--- src/rtl/lsu_dmem_port.sv ---
// lsu_dmem_port: load/store back end between the execute stage and data BRAM port B.
// Latency: response 2 cycles after the accept cycle (1 cycle for rejected requests); 1 request per 3 cycles.
// Backpressure: req_ready low outside IDLE or while BRAM reset is busy; response held until rsp_ready.
module lsu_dmem_port #(
  parameter int MEM_DEPTH = 4096,
  parameter int N_param   = 32
) (
  input  logic               clk,
  input  logic               reset,
  input  logic [N_param-1:0] memory_offset,
  input  logic               req_valid,
  output logic               req_ready,
  input  logic               req_we,
  input  logic [1:0]         req_size,
  input  logic               req_unsigned,
  input  logic [N_param-1:0] req_addr,
  input  logic [N_param-1:0] req_wdata,
  output logic               rsp_valid,
  input  logic               rsp_ready,
  output logic [N_param-1:0] rsp_rdata,
  output logic               rsp_err,
  output logic               data_mem_clkb,
  output logic               data_mem_enb,
  output logic               data_mem_rstb,
  output logic [3:0]         data_mem_web,
  output logic [N_param-1:0] data_mem_addrb,
  output logic [N_param-1:0] data_mem_dinb,
  input  logic [N_param-1:0] data_mem_doutb,
  input  logic               data_mem_rstb_busy
);

  localparam logic [N_param-1:0] DEPTH_W = N_param'(MEM_DEPTH);

  typedef enum logic [1:0] {IDLE, WAIT, RESP} state_t;

  state_t             state_q, state_d;
  logic               accept, req_bad, issue;
  logic [N_param-1:0] off;
  logic               lat_we, lat_unsigned;
  logic [1:0]         lat_size, lat_lane;
  logic [N_param-1:0] addrb_q, dinb_q;
  logic [3:0]         web_new;
  logic [N_param-1:0] dinb_new;
  logic [N_param-1:0] load_data;
  logic [7:0]         lane_b;
  logic [15:0]        lane_h;

  // Offset is taken modulo 2^32, so addresses below memory_offset wrap far out of range.
  assign off           = req_addr - memory_offset;
  assign req_ready     = (state_q == IDLE) & ~data_mem_rstb_busy & ~reset;
  assign accept        = req_valid & req_ready;
  assign issue         = accept & ~req_bad;
  assign data_mem_rstb = 1'b0;
  assign data_mem_clkb = clk;

  // Request legality: size encoding, natural alignment, BRAM range
  always_comb begin
    req_bad = 1'b0;
    case (req_size)
      2'b01:   req_bad = req_addr[0];
      2'b10:   req_bad = |req_addr[1:0];
      2'b11:   req_bad = 1'b1;
      default: req_bad = 1'b0;
    endcase
    if ({2'b00, off[N_param-1:2]} >= DEPTH_W) req_bad = 1'b1;
  end

  // Store byte enables and lane-replicated write data
  always_comb begin
    web_new  = 4'b0000;
    dinb_new = '0;
    if (req_we) begin
      case (req_size)
        2'b00: begin
          web_new  = 4'b0001 << off[1:0];
          dinb_new = {4{req_wdata[7:0]}};
        end
        2'b01: begin
          web_new  = off[1] ? 4'b1100 : 4'b0011;
          dinb_new = {2{req_wdata[15:0]}};
        end
        default: begin
          web_new  = 4'b1111;
          dinb_new = req_wdata;
        end
      endcase
    end
  end

  // Load lane select and sign/zero extension of the BRAM read word
  always_comb begin
    load_data = '0;
    lane_b    = data_mem_doutb[{lat_lane, 3'b000} +: 8];
    lane_h    = lat_lane[1] ? data_mem_doutb[31:16] : data_mem_doutb[15:0];
    if (!lat_we) begin
      case (lat_size)
        2'b00:   load_data = {{24{~lat_unsigned & lane_b[7]}}, lane_b};
        2'b01:   load_data = {{16{~lat_unsigned & lane_h[15]}}, lane_h};
        default: load_data = data_mem_doutb;
      endcase
    end
  end

  // State register
  always_ff @(posedge clk) begin
    if (reset) state_q <= IDLE;
    else       state_q <= state_d;
  end

  // Next state: rejected requests skip the BRAM read cycle
  always_comb begin
    state_d = state_q;
    case (state_q)
      IDLE:    if (accept) state_d = req_bad ? RESP : WAIT;
      WAIT:    state_d = RESP;
      RESP:    if (rsp_ready) state_d = IDLE;
      default: state_d = IDLE;
    endcase
  end

  // Outputs: BRAM port is driven in the accept cycle, address/data hold otherwise
  always_comb begin
    rsp_valid      = (state_q == RESP);
    data_mem_enb   = issue;
    data_mem_web   = issue ? web_new : 4'b0000;
    data_mem_addrb = issue ? {off[N_param-1:2], 2'b00} : addrb_q;
    data_mem_dinb  = issue ? dinb_new : dinb_q;
  end

  // Request latches and response registers
  always_ff @(posedge clk) begin
    if (reset) begin
      addrb_q      <= '0;
      dinb_q       <= '0;
      lat_we       <= 1'b0;
      lat_unsigned <= 1'b0;
      lat_size     <= 2'b00;
      lat_lane     <= 2'b00;
      rsp_rdata    <= '0;
      rsp_err      <= 1'b0;
    end else begin
      if (issue) begin
        addrb_q      <= data_mem_addrb;
        dinb_q       <= data_mem_dinb;
        lat_we       <= req_we;
        lat_unsigned <= req_unsigned;
        lat_size     <= req_size;
        lat_lane     <= off[1:0];
      end
      if (accept && req_bad) begin
        rsp_rdata <= '0;
        rsp_err   <= 1'b1;
      end else if (state_q == WAIT) begin
        rsp_rdata <= load_data;
        rsp_err   <= 1'b0;
      end
    end
  end

endmodule

--- config.mk ---
export PLATFORM = sky130hd
export DESIGN_NAME = lsu_dmem_port
export DESIGN_NICKNAME = d
export VERILOG_FILES = /design/src/rtl/lsu_dmem_port.sv
export SDC_FILE = /design/constraint.sdc
export NUM_CORES = 1
export LEC_CHECK = 0
export ABC_AREA = 1
export CAP_MARGIN = 20
export CORE_ASPECT_RATIO = 0.5
export CORE_MARGIN = 2
export CORE_UTILIZATION = 40
export CTS_BUF_LIST = sky130_fd_sc_hd__clkbuf_16
export CTS_CLUSTER_SIZE = 10
export DETAILED_ROUTE_END_ITERATION = 8
export PLACE_DENSITY = 0.71
export SLEW_MARGIN = 5
export SYNTH_ARGS = -nofsm -noshare
export SYNTH_HDL_FRONTEND = slang
export SYNTH_SLANG_ARGS = --single-unit
--- constraint.sdc ---
create_clock -name clk -period 4.05 [get_ports clk]
set_clock_uncertainty 0.2 [all_clocks]
set_input_delay 0.405 -clock clk [delete_from_list [all_inputs] [get_ports clk]]
set_output_delay 0.405 -clock clk [all_outputs]
set_load 0.05 [all_outputs]
==> flow_summary_export.csv, run 1 <==
group,metric,value,unit
hold_path,min_path_type,"reg2reg",
detailed_routing,vias_per_cell,4.97,
worst_setup_path,worstSetupPathType,"in2out",
detailed_routing,drc_errors,0,
synth,synth.avg_cell_area,5.80,um^2
synth,postSynthCellCount,1325,
synth,yosysSeqAreaShare,27.4,%
worst_setup_path,crit_top_cell,"nand2_1",
synth,ys_ff_latch,105,
worst_setup_path,crit_slowest_cell,"fa_2",
global_routing,track_usage,25.9,%
layout,design_area,13200,um^2
global_routing,grt_max_degree,69,
sta,period_share,98.2,%
layout,area_delta_synth_final,71.5,%
power,power.leakage,6.86,nW
sta,tightest_slew,0.933,ns
detailed_routing,first_iter_violations,534,
worst_setup_path,worst_setup_path_start_kind,"input pin",
floorplan,pin_count,243,
worst_setup_path,path_delay_family,"simple AND/OR/NAND/NOR gates",
worst_setup_path,path_max_fanout,15,
global_routing,antenna_found_initial,1,
floorplan,rows,35,
layout,regArea,2100,um^2
sta,max_freq,251,MHz
sta,setup_slack,0.0738,ns
synth,synthArstFlopShare,0,%
synth,synth_edf_count,0,
layout,layout_common_cells,"nand2_1 (359), inv_1 (221), buf_4 (178)",
layout,drive_above_1_share,28.1,%
synth,ys_types,38,
layout,multi_input_area,5470,um^2
clocking,clk_latency,0.46,ns
worst_setup_path,end_kind,"output port",
clocking,clkTransAtPathRegs,0.08,ns
synth,netlist_area,7680,um^2
worst_setup_path,critical_path_required,3.44,ns
global_routing,grt_pass1_wl,42500,um
placement,io_buffer_count,241,
layout,num-nets-final,1866,
power,ir_worst_vdd,0.194,mV
layout,utilization,70.7,%
clocking,cts_hold_buf,0,
synth,ys_warn_count,0,
run,max_cap_viol_count,0,
global_routing,globalRouteOverflowTotal,0,
detailed_routing,vias,9745,
sta,setup_viol,0,
floorplan,fp.dieArea,20400,um^2
detailed_routing,wirelength,29600,um
sta,drv_slew,0,
worst_setup_path,crit_buf_inv,7,
detailed_routing,firstDrtPassIters,5,
sta,hold_violations,0,
power,power_density,241,nW/um^2
synth,synth_top_flop_cell,"dfxtp_1",
floorplan,fp.dieH,102,um
layout,nFillCells,1514,
sta,final.min_clock_period,3.98,ns
placement,post-dp-hpwl,21100,um
layout,final_common_cell,"nand2_1",
floorplan,fp.coreArea,18600,um^2
power,p_total,0.00318,W
floorplan,start_util,41.3,%
worst_setup_path,cp.arrival,3.37,ns
placement,gp_congestion,0.974,
placement,place_area,11200,um^2
synth,synth_nets,1494,
sta,relSlewSlack,37.7,%
placement,place_ws,-0.190,ns
detailed_routing,ant_nets,0,
status,outcome,"finished clean",
sta,finalSetupTns,0,ns
global_routing,grt_pass1_vias,9003,
clocking,cts_tree,"built",
worst_setup_path,slowest_delay,0.36,ns
floorplan,fp.dieW,200,um
detailed_routing,post_drt_wl_per_cell,15.1,um
-- registers in the layout, indices dropped and copies added, names as in the netlist --
name / cells
lat_lane: 2
state_q: 2
dinb_q: 32
rsp_rdata: 32
lat_unsigned: 1
lat_we: 1
addrb_q: 32
lat_size: 2
rsp_err: 1
-- worst reg2reg max path, cell delays in order, from the launching register on --
cell and delay (ns):
dfxtp_1 0.94, inv_1 0.16, nand2_1 0.10, nand2_1 0.07
a22oi_1 0.24, nor2_1 0.07, nor2_1 0.35, o21ai_0 0.17
nand2_1 0.48, a2bb2oi_1 0.22, nor2_1 0.06
-- synthesized netlist by cell type, types with 3 or more instances --
cell type / number / area [um^2]
nand2_1: 435 / 1630
inv_1: 244 / 916
nor2_1: 177 / 664
dfxtp_1: 105 / 2100
a21oi_1: 69 / 345
nand4_1: 36 / 225
ha_1: 31 / 388
nand3_1: 31 / 155
clkbuf_1: 29 / 109
o21ai_0: 25 / 125
a22oi_1: 17 / 128
a2bb2oi_1: 16 / 140
o21ai_1: 13 / 65.1
buf_2: 11 / 55.1
inv_2: 11 / 41.3
nand3b_1: 11 / 82.6
mux2i_1: 7 / 70.1
o221ai_1: 7 / 61.3
clkinv_1: 6 / 22.5
xnor2_1: 5 / 43.8
nor3_1: 4 / 20.0
o221a_2: 4 / 45.0
o22ai_1: 4 / 25.0
xor2_1: 4 / 35.0
and2_1: 3 / 18.8
nand2_2: 3 / 18.8
nor2_2: 3 / 18.8
-- logic make-up (layout without fill, tap and decap cells) --
logic type,Yosys count,count (layout),share of synthesized area [%]
simple gates,707,708,37.4
flops,105,105,27.4
compound gates,158,158,12.5
xor+xnor,9,9,1.03
buf+inv,306,682,15.4
other cells,1,2,0.0488
fa+ha+maj,32,32,5.31
mux,7,7,0.913
-- per-stage QoR --
stage / instances / hold slack [ns]
final: 1962 / 0.265
after global routing: 1962 / 0.289
after CTS: 1943 / 0.245
after detailed placement: 1918 / 0.258
after global placement: 1918 / 0.252
after floorplan: 1325 / 0.225
-- layer usage --
metal,global-route usage (%),vias to the layer above,wire length (um)
met3,3.96,63,1780
met4,8.43,0,853
met2,46.4,345,14300
met5,0,-,0
li1,-,4831,-
met1,32.2,4506,12700
-- report_power, final --
part	internal [W]	leakage, nW	switching (W)
Combinational	0.000457	5.82	0.000554
Sequential	0.00103	0.845	0.000000674
Clock	0.000636	0.195	0.000498
Total	0.00213	6.86	0.00105
-- cell type report --
cell class,instances,area share [%]
multi-input cells,915,41.6
clock buffers,13,2.36
clock inverters,7,0.637
inverters,261,7.46
well taps,259,2.46
diodes,1,0.0190
repair buffers,401,29.5
flip-flops and latches,105,16.0
-- path summary, 6_finish.rpt --
kind | startpoint | to | slack (ns) | depth (start not counted)
hold / removal | lat_we | lat_we | 0.26 | 2
setup reg to reg | lat_lane[1] | rsp_rdata[17] | 0.91 | 10
setup / recovery | req_addr[0] | data_mem_dinb[5] | 0.07 | 25
hold reg to reg | lat_we | lat_we | 0.26 | 2
-- repair_timing --
| item | in CTS | in global routing |
|---|---|---|
| setup buffers | 5 | 13 |
| gates resized for setup | 75 | 251 |
| pin swaps | 22 | 82 |
| setup endpoints to repair | 68 | 69 |
| gates cloned | 2 | 5 |
No activity file was read; power rests on OpenSTA's default activity.
==> run 2: changes to the inputs <==
--- a/config.mk
+++ b/config.mk
@@ -10,10 +10,11 @@
 export CORE_ASPECT_RATIO = 0.5
 export CORE_MARGIN = 2
 export CORE_UTILIZATION = 40
-export CTS_BUF_LIST = sky130_fd_sc_hd__clkbuf_16
 export CTS_CLUSTER_SIZE = 10
 export DETAILED_ROUTE_END_ITERATION = 8
+export GPL_TIMING_DRIVEN = 0
 export PLACE_DENSITY = 0.71
+export RECOVER_POWER = 100
 export SLEW_MARGIN = 5
 export SYNTH_ARGS = -nofsm -noshare
 export SYNTH_HDL_FRONTEND = slang
==> flow_summary_export.csv, run 2 (synthesis gave the netlist of run 1 again) <==
group,metric,value,unit
sta,period_share,99.1,%
sta,relSlewSlack,57.1,%
power,ir_worst_vdd,0.172,mV
layout,drive_above_1_share,28.3,%
detailed_routing,post_drt_wl_per_cell,16.2,um
clocking,cts_tree,"built",
power,power_density,247,nW/um^2
worst_setup_path,critical_path_required,3.44,ns
floorplan,fp.coreArea,18600,um^2
worst_setup_path,cp.arrival,3.41,ns
sta,final.min_clock_period,4.01,ns
worst_setup_path,worstSetupPathType,"in2out",
detailed_routing,drc_errors,0,
detailed_routing,first_iter_violations,462,
floorplan,fp.dieH,102,um
layout,area_delta_synth_final,69.0,%
layout,nFillCells,1484,
floorplan,pin_count,243,
layout,num-nets-final,1806,
sta,setup_viol,0,
detailed_routing,ant_nets,0,
power,p_total,0.00321,W
global_routing,antenna_found_initial,0,
hold_path,min_path_type,"in2reg",
floorplan,fp.dieW,200,um
worst_setup_path,worst_setup_path_start_kind,"input pin",
run,max_cap_viol_count,0,
status,outcome,"finished clean",
placement,post-dp-hpwl,21500,um
clocking,clk_latency,0.46,ns
sta,drv_slew,0,
global_routing,grt_max_degree,20,
sta,tightest_slew,0.641,ns
worst_setup_path,path_max_fanout,7,
placement,gp_congestion,0.954,
placement,io_buffer_count,238,
layout,largestRegisters,"addrb_q (32), dinb_q (32), rsp_rdata (32)",
detailed_routing,wirelength,30900,um
sta,hold_violations,0,
sta,worst_hold_slack,0.186,ns
sta,finalSetupTns,0,ns
global_routing,grt_pass1_vias,8868,
sta,rsz0062_at_grt,"true",
global_routing,track_usage,26.5,%
detailed_routing,vias,9590,
floorplan,rows,35,
clocking,clkTransAtPathRegs,0.07,ns
detailed_routing,firstDrtPassIters,5,
worst_setup_path,end_kind,"output port",
layout,final_common_cell,"nand2_1",
floorplan,start_util,41.3,%
sta,max_freq,249,MHz
global_routing,globalRouteOverflowTotal,0,
global_routing,grt_pass1_wl,42700,um
floorplan,fp.dieArea,20400,um^2
layout,layout_common_cells,"nand2_1 (314), inv_1 (207), nor2_1 (141)",
detailed_routing,vias_per_cell,5.04,
power,power.leakage,6.88,nW
run 2: worst paths after layout:
check	start	end	slack, ns	cells after the start
setup / recovery	memory_offset[27]	data_mem_addrb[0]	0.04	20
hold reg to reg	addrb_q[19]	addrb_q[19]	0.24	2
hold / removal	req_we	dinb_q[29]	0.19	3
setup reg to reg	lat_lane[1]	rsp_rdata[20]	1.16	12
run 2: report_power, final:
part | switching [W] | internal (W)
Combinational | 0.000590 | 0.000440
Sequential | 0.000000541 | 0.00103
Clock | 0.000497 | 0.000648
Total | 0.00109 | 0.00212
run 2: what timing repair did:
item / in CTS / in global routing
endpoints found under the setup margin: 69 / 69
gates resized for setup: 597 / 306
pin swaps: 24 / 113
hold buffers: 0 / 0
setup buffers: 20 / 35
gates cloned: 3 / 2
run 2: layout make-up:
class	instances	area (um^2)	area share [%]
Timing Repair Buffer	297	3050	23.5
Multi-Input combinational cell	914	5830	44.9
Antenna cell	1	2.50	0.0193
Clock inverter	7	87.6	0.675
Inverter	261	987	7.61
Clock buffer	13	310	2.39
Buffer	45	290	2.24
Sequential cell	105	2100	16.2
Tap cell	259	324	2.50
run 2: critical path: stages:
cell,delay (ns)
clkdlybuf4s50_1,0.46
inv_1,0.07
ha_4,0.27
a21o_1,0.22
nor2_2,0.18
nand2_2,0.09
a21oi_4,0.18
nand3b_1,0.13
nand2_2,0.11
nand2_2,0.06
nor2_2,0.09
nand3_2,0.10
nor2_4,0.22
nand2_8,0.10
buf_12,0.15
buf_12,0.14
clkbuf_16,0.16
nand2_2,0.07
inv_1,0.05
buf_6,0.15
run 2: per-layer routing:
metal | part of all wire (%) | routed length [um] | track usage, % | up-vias
met5 | 0 | 0 | 0 | -
met4 | 3.6 | 1100 | 9.40 | 0
met3 | 6.2 | 1910 | 3.96 | 86
met2 | 49 | 15100 | 48.2 | 367
met1 | 41 | 12800 | 32.2 | 4414
li1 | - | - | - | 4723
run 2: metrics by stage:
step / utilization [%] / cells / cell area, um^2 / setup WS (ns)
finish: 69.7 / 1902 / 13000 / 0.0357
floorplan: - / 1325 / 7700 / 0.0980
CTS: 62.5 / 1864 / 11600 / 0.00203
global route: 69.7 / 1901 / 13000 / -0.0966
global placement: 55.9 / 1822 / 10400 / -1.22
detailed placement: 55.9 / 1822 / 10400 / -1.23
